==> src/rtl/viterbi_pkg.sv <==
// Package shared by the Viterbi decoder front-end buffer.
// Holds the default code geometry and the serialiser state encoding.
package viterbi_pkg;

  localparam int WORD_W_DEF = 16;
  localparam int SYM_W_DEF  = 2;

  typedef enum logic {
    ST_IDLE  = 1'b0,
    ST_SHIFT = 1'b1
  } ser_state_t;

endpackage

==> src/rtl/sync_fifo.sv <==
// Synchronous FIFO used by viterbi_symbol_buffer to queue received code words.
// Ports:
//   clk        rising-edge clock
//   clr        synchronous clear of pointers and level (reset or flush)
//   push       write wr_data (ignored when full)
//   pop        advance read pointer (ignored when empty)
//   wr_data    word to store
//   rd_data    head-of-queue word (valid when !empty)
//   empty      no words held
//   full_next  FIFO will be full after this edge (used to register in_ready)
//   level      number of words held
module sync_fifo #(
  parameter int WIDTH = 17,
  parameter int DEPTH = 4
) (
  input  logic                     clk,
  input  logic                     clr,
  input  logic                     push,
  input  logic                     pop,
  input  logic [WIDTH-1:0]         wr_data,
  output logic [WIDTH-1:0]         rd_data,
  output logic                     empty,
  output logic                     full_next,
  output logic [$clog2(DEPTH):0]   level
);

  localparam int PTR_W = $clog2(DEPTH);
  localparam int LVL_W = PTR_W + 1;

  logic [WIDTH-1:0] mem [DEPTH];
  logic [PTR_W-1:0] wr_ptr;
  logic [PTR_W-1:0] rd_ptr;
  logic [LVL_W-1:0] level_nxt;
  logic             full;
  logic             do_push;
  logic             do_pop;

  assign full    = (level == LVL_W'(DEPTH));
  assign empty   = (level == '0);
  assign do_push = push && !full;
  assign do_pop  = pop && !empty;
  assign rd_data = mem[rd_ptr];

  always_comb begin
    level_nxt = level;
    case ({do_push, do_pop})
      2'b10:   level_nxt = level + LVL_W'(1);
      2'b01:   level_nxt = level - LVL_W'(1);
      default: level_nxt = level;
    endcase
  end

  // A clear cycle never leaves the FIFO full, whatever push/pop say.
  assign full_next = !clr && (level_nxt == LVL_W'(DEPTH));

  // DEPTH is a power of two, so pointers wrap naturally at PTR_W bits.
  always_ff @(posedge clk) begin
    if (clr) begin
      wr_ptr <= '0;
      rd_ptr <= '0;
      level  <= '0;
    end else begin
      if (do_push) wr_ptr <= wr_ptr + PTR_W'(1);
      if (do_pop)  rd_ptr <= rd_ptr + PTR_W'(1);
      level <= level_nxt;
    end
  end

  always_ff @(posedge clk) begin
    if (do_push && !clr) mem[wr_ptr] <= wr_data;
  end

endmodule

==> src/rtl/viterbi_symbol_buffer.sv <==
// Front-end buffer of the Viterbi decoder. Queues packed received code words in
// a DEPTH-word FIFO and serialises each into SYM_W-bit code symbols, MSB first,
// one per cycle, for the branch-metric unit.
// Optional feature macro: VITERBI_ERASE_EN (adds erase_in / sym_erase; erased
// bits force the matching sym_out bits to 0).
// Ports:
//   clk, rst      clock, synchronous active-high reset
//   flush         synchronous clear, same effect as rst
//   in_valid/in_ready/data_in/in_last   word input handshake
//   sym_valid/sym_ready/sym_out/sym_last symbol output handshake
//   level         words held in FIFO (excludes the word in the serialiser)
module viterbi_symbol_buffer
  import viterbi_pkg::*;
#(
  parameter int WORD_W = WORD_W_DEF,
  parameter int SYM_W  = SYM_W_DEF,
  parameter int DEPTH  = 4
) (
  input  logic                    clk,
  input  logic                    rst,
  input  logic                    flush,
  input  logic                    in_valid,
  output logic                    in_ready,
  input  logic [WORD_W-1:0]       data_in,
  input  logic                    in_last,
  output logic                    sym_valid,
  input  logic                    sym_ready,
  output logic [SYM_W-1:0]        sym_out,
  output logic                    sym_last,
`ifdef VITERBI_ERASE_EN
  input  logic [WORD_W-1:0]       erase_in,
  output logic [SYM_W-1:0]        sym_erase,
`endif
  output logic [$clog2(DEPTH):0]  level
);

  localparam int SYMS   = WORD_W / SYM_W;
  localparam int CNT_W  = $clog2(SYMS);
  localparam int LVL_W  = $clog2(DEPTH) + 1;
  localparam int CNT_BW = (CNT_W > 0) ? CNT_W : 1;
  localparam logic [CNT_BW-1:0] CNT_MAX = CNT_BW'(SYMS - 1);
`ifdef VITERBI_ERASE_EN
  localparam int FIFO_W = 2 * WORD_W + 1;
`else
  localparam int FIFO_W = WORD_W + 1;
`endif

  if ((WORD_W % SYM_W) != 0) begin : g_chk_word_w
    $error("viterbi_symbol_buffer: WORD_W must be a multiple of SYM_W");
  end
  if ((DEPTH < 2) || ((DEPTH & (DEPTH - 1)) != 0)) begin : g_chk_depth
    $error("viterbi_symbol_buffer: DEPTH must be a power of 2 and >= 2");
  end

  logic              clr;
  logic              push;
  logic              pop;
  logic [FIFO_W-1:0] fifo_wr;
  logic [FIFO_W-1:0] fifo_rd;
  logic              fifo_empty;
  logic              fifo_full_next;
  logic              in_ready_q;

  ser_state_t        state_q, state_d;
  logic [WORD_W-1:0] shift_q, shift_d;
  logic              last_q, last_d;
  logic [CNT_BW-1:0] cnt_q, cnt_d;
`ifdef VITERBI_ERASE_EN
  logic [WORD_W-1:0] erase_q, erase_d;
`endif

  assign clr  = rst || flush;
  assign push = in_valid && in_ready_q;

`ifdef VITERBI_ERASE_EN
  assign fifo_wr = {erase_in, in_last, data_in};
`else
  assign fifo_wr = {in_last, data_in};
`endif

  sync_fifo #(
    .WIDTH (FIFO_W),
    .DEPTH (DEPTH)
  ) u_fifo (
    .clk       (clk),
    .clr       (clr),
    .push      (push),
    .pop       (pop),
    .wr_data   (fifo_wr),
    .rd_data   (fifo_rd),
    .empty     (fifo_empty),
    .full_next (fifo_full_next),
    .level     (level)
  );

  // in_ready is registered from the FIFO's next fill state only, so a pop in
  // the same cycle never grants extra credit; it stays low for the clear cycle.
  always_ff @(posedge clk) begin
    if (clr) in_ready_q <= 1'b0;
    else     in_ready_q <= !fifo_full_next;
  end
  assign in_ready = in_ready_q;

  always_ff @(posedge clk) begin
    if (clr) begin
      state_q <= ST_IDLE;
      shift_q <= '0;
      last_q  <= 1'b0;
      cnt_q   <= '0;
`ifdef VITERBI_ERASE_EN
      erase_q <= '0;
`endif
    end else begin
      state_q <= state_d;
      shift_q <= shift_d;
      last_q  <= last_d;
      cnt_q   <= cnt_d;
`ifdef VITERBI_ERASE_EN
      erase_q <= erase_d;
`endif
    end
  end

  // Serialiser: loads the FIFO head as soon as it is free, and chains straight
  // into the next word after the final symbol so there is no bubble. Going
  // idle clears the shift state so sym_out/sym_last read 0 while invalid.
  always_comb begin
    state_d = state_q;
    shift_d = shift_q;
    last_d  = last_q;
    cnt_d   = cnt_q;
    pop     = 1'b0;
`ifdef VITERBI_ERASE_EN
    erase_d = erase_q;
`endif
    case (state_q)
      ST_IDLE: begin
        if (!fifo_empty) begin
          pop     = 1'b1;
          shift_d = fifo_rd[WORD_W-1:0];
          last_d  = fifo_rd[WORD_W];
          cnt_d   = '0;
`ifdef VITERBI_ERASE_EN
          erase_d = fifo_rd[FIFO_W-1:WORD_W+1];
`endif
          state_d = ST_SHIFT;
        end
      end
      ST_SHIFT: begin
        if (sym_ready) begin
          if (cnt_q != CNT_MAX) begin
            shift_d = shift_q << SYM_W;
            cnt_d   = cnt_q + CNT_BW'(1);
`ifdef VITERBI_ERASE_EN
            erase_d = erase_q << SYM_W;
`endif
          end else if (!fifo_empty) begin
            pop     = 1'b1;
            shift_d = fifo_rd[WORD_W-1:0];
            last_d  = fifo_rd[WORD_W];
            cnt_d   = '0;
`ifdef VITERBI_ERASE_EN
            erase_d = fifo_rd[FIFO_W-1:WORD_W+1];
`endif
          end else begin
            shift_d = '0;
            last_d  = 1'b0;
            cnt_d   = '0;
`ifdef VITERBI_ERASE_EN
            erase_d = '0;
`endif
            state_d = ST_IDLE;
          end
        end
      end
      default: state_d = ST_IDLE;
    endcase
  end

  assign sym_valid = (state_q == ST_SHIFT);
  assign sym_last  = last_q && (cnt_q == CNT_MAX);
`ifdef VITERBI_ERASE_EN
  assign sym_erase = erase_q[WORD_W-1 -: SYM_W];
  assign sym_out   = shift_q[WORD_W-1 -: SYM_W] & ~erase_q[WORD_W-1 -: SYM_W];
`else
  assign sym_out   = shift_q[WORD_W-1 -: SYM_W];
`endif

  // Keeps LVL_W tied to the level port width for readers of this file.
  if (LVL_W != $bits(level)) begin : g_chk_lvl
    $error("viterbi_symbol_buffer: level width mismatch");
  end

endmodule

==> config.mk <==
export PLATFORM = sky130hd
export DESIGN_NAME = viterbi_symbol_buffer
export DESIGN_NICKNAME = d
export VERILOG_FILES = /design/src/rtl/viterbi_pkg.sv /design/src/rtl/sync_fifo.sv /design/src/rtl/viterbi_symbol_buffer.sv
export SDC_FILE = /design/constraint.sdc
export NUM_CORES = 1
export LEC_CHECK = 0
export CAP_MARGIN = 40
export CORE_MARGIN = 2
export CORE_UTILIZATION = 45
export DETAILED_ROUTE_END_ITERATION = 7
export PLACE_DENSITY = 0.66
export SLEW_MARGIN = 10
export SYNTH_ARGS = -nofsm -noshare
export SYNTH_HDL_FRONTEND = slang
export SYNTH_SLANG_ARGS = --single-unit
==> constraint.sdc <==
create_clock -name clk -period 2.25 [get_ports clk]
set_input_delay 0.5625 -clock clk [delete_from_list [all_inputs] [get_ports clk]]
set_output_delay 0.5625 -clock clk [all_outputs]
set_load 0.02 [all_outputs]
Yosys cells after proc, flatten, opt, wreduce, memory -nomap -nowiden

Memory sizes are Yosys's and may differ from the RTL's. A register that Yosys moved wholly into a read port is not among the register bits.
Cells that the tools add are included.

Add/subtract/negate cells: 5
Eq/ne operators: 9
Muxes and demuxes: 26
Bitwise operators: 1
Reduce and logical (&&, ||, !) cells: 14

Operators by type and width:

| operator              | number |
|---|---|
| $mux W16              | 4 |
| $pmux W16 S2          | 1 |
| $pmux W3 S2           | 2 |
| $mux W1               | 11 |
| $eq A3 B3 Y1 const B  | 3 |
| $mux W3               | 3 |
| $add A3 B1 Y3 const B | 2 |
| $logic_and A1 B1 Y1   | 6 |
| $ne A2 B2 Y1 const B  | 3 |
| $pmux W1 S2           | 3 |
| $add A2 B1 Y2 const B | 2 |
| $logic_not A1 Y1      | 4 |
| $mux W2               | 2 |
| $logic_not A3 Y1      | 1 |
| $ne A3 B3 Y1 const B  | 1 |
| $reduce_and A3 Y1     | 1 |
| $sub A3 B1 Y3 const B | 1 |
| $eq A2 B1 Y1 const B  | 1 |
| $eq A2 B2 Y1 const B  | 1 |
| $reduce_and A2 Y1     | 1 |
| $logic_or A1 B1 Y1    | 1 |
| $not A1 Y1            | 1 |

Bits in registers: 29
Bits in writable memories: 68
Output and inout bits: 8
Logic and storage cells: 64
Memories: 1

Memories:

| name       | depth | width | read ports | clocked after memory_dff | wr ports | line            | text |
|---|---|---|---|---|---|---|---|
| u_fifo.mem | 4     | 17    | 1          | 1                        | 1        | sync_fifo.sv:30 | `logic [WIDTH-1:0] mem [DEPTH];` |

Longest topological paths before layout

Word-level depth: 11
Gate-level depth with buffers: 12
Depth with buffers taken out: 11

Modules after synthesis

Synthesis repeated with hierarchy kept, for this count alone.

Cell total of the unflattened synthesis: 239
Area, all modules: 3977.6 µm²

By module, submodules not included:

| module                | instances | cells an instance | area an instance (µm²) | seq. area each (µm²) |
|---|---|---|---|---|
| sync_fifo             | 1         | 146               | 2987.9                 | 2222.1 |
| viterbi_symbol_buffer | 1         | 93                | 989.7                  | 440.4 |

Least setup slack after synthesis

No wires, ideal clock.

Path kind: input to register
Start point: in sym_ready
End point: reg in_ready_q, in the netlist in_ready
Setup time: 128 ps
Arrival: 2297 ps
Required time: 2122 ps
Slack: -175 ps
Cell stages on the path: 11
Buffers on the path: 2
Cells stage by stage: clkbuf_1 a21bo_2 and2_1 buf_2 ha_1 inv_1 fa_1 xor2_1 nor2_1 xor2_1 a21oi_1

Word-level cells in the longest chain between the ends: 8
Elaborated cells on any way between the ends: 9
Those cells by class: 3 x eq/ne; 3 x mux; 3 x reduce/logical

Ends and longest elaborated chain:

| element                                             | line                         | text |
|---|---|---|
| from (decl)                                         | viterbi_symbol_buffer.sv:27  | `input logic sym_ready,` |
| $mux W1 (*)                                         | viterbi_symbol_buffer.sv:150 | `if (sym_ready) begin` |
| $pmux W1 S2 (*)                                     | viterbi_symbol_buffer.sv:136 | `case (state_q)` |
| $logic_and A1 B1 Y1 (*)                             | sync_fifo.sv:41              | `assign do_pop = pop && !empty;` |
| $eq A2 B1 Y1 / $eq A2 B2 Y1 (equally long branches) | sync_fifo.sv:46              | `case ({do_push, do_pop})` |
| $pmux W3 S2 (*)                                     | sync_fifo.sv:46              |  |
| $eq A3 B3 Y1 (*)                                    | sync_fifo.sv:54              | `assign full_next = !clr && (level_nxt == LVL_W'(DEPTH));` |
| $logic_and A1 B1 Y1 (*)                             | sync_fifo.sv:54              |  |
| $logic_not A1 Y1 (*)                                | viterbi_symbol_buffer.sv:100 | `else in_ready_q <= !fifo_full_next;` |
| to (signal assigned)                                | viterbi_symbol_buffer.sv:100 |  |
| to (decl)                                           | viterbi_symbol_buffer.sv:62  | `logic in_ready_q;` |

Mark *: on every way between the ends. The rest lies on a longest branch, timed or not.
A chain may end at the register's enable or synchronous reset.

Worst setup path in the final report

Start point: reg cnt_q[0]
End point: out sym_last

Word-level cells in the longest chain between the ends: 2

Ends and longest elaborated chain:

| element                | line                         | text |
|---|---|---|
| from (decl)            | viterbi_symbol_buffer.sv:67  | `logic [CNT_BW-1:0] cnt_q, cnt_d;` |
| from (signal assigned) | viterbi_symbol_buffer.sv:117 | `cnt_q <= cnt_d;` |
| $eq A3 B3 Y1           | viterbi_symbol_buffer.sv:181 | `assign sym_last = last_q && (cnt_q == CNT_MAX);` |
| $logic_and A1 B1 Y1    | viterbi_symbol_buffer.sv:181 |  |
| to (decl)              | viterbi_symbol_buffer.sv:29  | `output logic sym_last,` |

Every way passes these cells.

==> impl_metrics.tcl <==
set metrics [dict create \
    async_flop_share 0 \
    cts_hold_buf 0 \
    final_layout_size_suffix_gt1_frac 0.201 \
    grt_first_pass_wirelength_mm 10.9 \
    avgSynthCellArea_um2 16.3 \
    overflow 0 \
    initial_utilization 0.458 \
    yosysMostFrequentCell "edfxtp_1" \
    ant_nets 0 \
    r2r-end "in_ready" \
    fin_crit_ns 2.16 \
    cp-start-kind "flip-flop" \
    hp-start "shift_q[3]" \
    synthAdderAreaFrac 0.0272 \
    skew_ns 0.00729 \
    synth_top_cell_by_area "edfxtp_1" \
    whs_path_depth 2 \
    clock_sinks 99 \
    synth_flop_cell "edfxtp_1" \
    synth_top_area_frac 0.516 \
    regToRegStartpoint "cnt_q[0]" \
    ys_seq_area_frac 0.673 \
    wl_mm 6.73 \
    die_x_um 97.8 \
    synth.cell_area_mm2 0.00396 \
    portBuffers 29 \
    power_w 0.00369 \
    synth_xor_area_frac 0.0133 \
    coreArea_mm2 0.00864 \
    syn_inst 243 \
    max_freq_mhz 462 \
    cts-root-buf "clkbuf_8" \
    hold_viol 0 \
    clk_path_buf_depth 2 \
    diodes 0 \
    fin_hold_ws_ns 0.463 \
    worstPathRequired_ns 1.69 \
    netlist_top_cells_area "edfxtp_1 (52%), dfxtp_1 (16%), mux4_1 (8.0%)" \
    stdcell_count 397 \
    vias 2122 \
    drt-initial-drc-count 119 \
    reg2reg_slack_ns 0.09 \
    gp_congestion 0.745 \
    tightestPinTransition_ns 0.355 \
    slew_headroom 0.763 \
    min_to "shift_q[3]" \
    grt_max_degree 21 \
    yosys.area_share.simple 0.0518 \
    synth_top_family_by_area "multiplexers" \
    fin_crit_sh 0.962 \
    setup_viol 0 \
    hpwl_mm 4.18 \
    slew_violations 0 \
    fp.dieH_um 97.8 \
    clk_pin_slew_ns 0.09 \
    yosys_warnings 0 \
    via_per_inst 5.35 \
    die_area_mm2 0.00956 \
    peakVddDrop_uv 417 \
    syn2layout_area_growth_pct 19.8 \
    maxCapViolations 0 \
    cts_tree "built" \
    synth_cell_types 37 \
    p_leak_nw 1.61 \
    crit_type "reg2out" \
    synth_compound_area_frac 0.0800 \
    grtUsageTotal 0.148 \
    dr.pass1.iters 4 \
    outcome "complete, no violations" \
    cts_buffers 9 \
    drc_errors 0 \
    post-place-cells 380 \
    clock_latency_ns 0.36 \
    wl_per_cell_um 17.0 \
    synth_common_cells "edfxtp_1 (68), dfxtp_1 (31), nor2_1 (25)" \
    synth-edff-count 68 \
    design.portCount 30 \
    pwr_density_cell_mw_per_mm2 778 \
    synth_nets 273 \
    num_rows 34 \
    grt_pass1_vias 2109 \
    cp-end-kind "primary output" \
    synth-seq-cells 99 \
    htreeDepth 3 \
    synthMuxAreaShare 0.117 \
    hp-class "reg2reg" \
    rsz0062_at_grt "no" \
    path_max_fanout 3 \
    finalNetCount 314 \
    cp.arrival_ns 1.60 \
    rr_worst_depth 10 \
    antenna_found_initial 0 \
]
what timing repair did:
action	4_1_cts	5_1_grt
buffers inserted	0	1
gates resized for setup	1	7
setup endpoints to repair	1	2
pin swaps	0	3
worst max path at each step:
stage,start,endpoint,slack [ns],cells past startpoint
after global routing,cnt_q[1],u_fifo.level[2],0.002,11
final,cnt_q[0],sym_last,0.09,5
after detailed placement,sym_ready,in_ready,-0.27,10
after CTS,cnt_q[0],in_ready,0.02,10
after global placement,sym_ready,in_ready,-0.25,10
after floorplan,sym_ready,in_ready,0.005,10
layer usage:
layer,vias up,GRT usage,routed length (um)
met4,0,0.0630,149
met3,14,0.0272,209
met5,-,0,0
met2,37,0.229,3160
li1,1026,-,-
met1,1045,0.207,3210
layout by cell type (no fill, tap or decap), types with 2 or more instances in the layout:
| cell type | n |
|---|---|
| xor2_1 | 4 |
| nand3_1 | 2 |
| inv_1 | 6 |
| mux4_1 | 12 |
| ha_4 | 3 |
| inv_6 | 2 |
| and3_1 | 4 |
| a22oi_1 | 3 |
| buf_12 | 5 |
| o21ai_1 | 2 |
| ha_1 | 4 |
| edfxtp_1 | 68 |
| clkbuf_8 | 9 |
| and2_1 | 2 |
| buf_4 | 13 |
| a21oi_1 | 6 |
| a221oi_2 | 5 |
| o21ai_0 | 12 |
| mux4_2 | 5 |
| nand2_1 | 4 |
| bufinv_16 | 2 |
| a32oi_1 | 3 |
| xnor2_1 | 2 |
| nor2_1 | 25 |
| clkdlybuf4s50_1 | 27 |
| a221oi_1 | 7 |
| dfxtp_1 | 30 |
stage by stage:
step	setup slack, ns	instance area (um2)	setup TNS [ns]	utilization
final	0.0851	4740	0	0.549
after global routing	0.00226	4740	0	0.549
after CTS	0.0201	4700	0	0.544
after detailed placement	-0.272	4470	-0.598	0.518
after global placement	-0.248	4470	-0.545	0.518
after floorplan	0.00479	3990	0	-
flip-flops by register name (all words and copies together) (netlist names), named ones only:
signal         count
u_fifo.wr_ptr      2
shift_q           16
in_ready           1
cnt_q              3
sym_valid          1
last_q             1
u_fifo.rd_ptr      2
u_fifo.level       3
u_fifo.mem        68
worst max-delay path, stage by stage, from the launching register on:
cell	delay, ns
dfxtp_2	0.35
ha_4	0.16
ha_4	0.16
buf_4	0.12
and2_1	0.14
dlygate4sd2_1	0.31
cell type report:
| class | instances | area [um2] |
|---|---|---|
| clock buffer | 9 | 124 |
| inverter | 7 | 26.3 |
| multi-input combinational | 120 | 1200 |
| tap | 108 | 135 |
| sequential | 99 | 2660 |
| fill | 681 | 3890 |
| timing repair buffer | 47 | 489 |
| clock inverter | 7 | 105 |
logic make-up (layout without fill, tap and decap cells):
kind of cell    Yosys count  in the layout
buf+inv                  24             70
compound gates           42             42
mux                      20             20
flops                    99             99
fa+ha+maj                 8              8
xor+xnor                  6              6
simple gates             44             44
where the power goes:
part,internal [W],leakage (nW),switching (W)
Combinational,0.000209,0.634,0.000212
Clock,0.000644,0.112,0.000628
Sequential,0.00198,0.863,0.0000220
Total,0.00283,1.61,0.000862
Note: power is estimated with default switching activity, not from simulation.
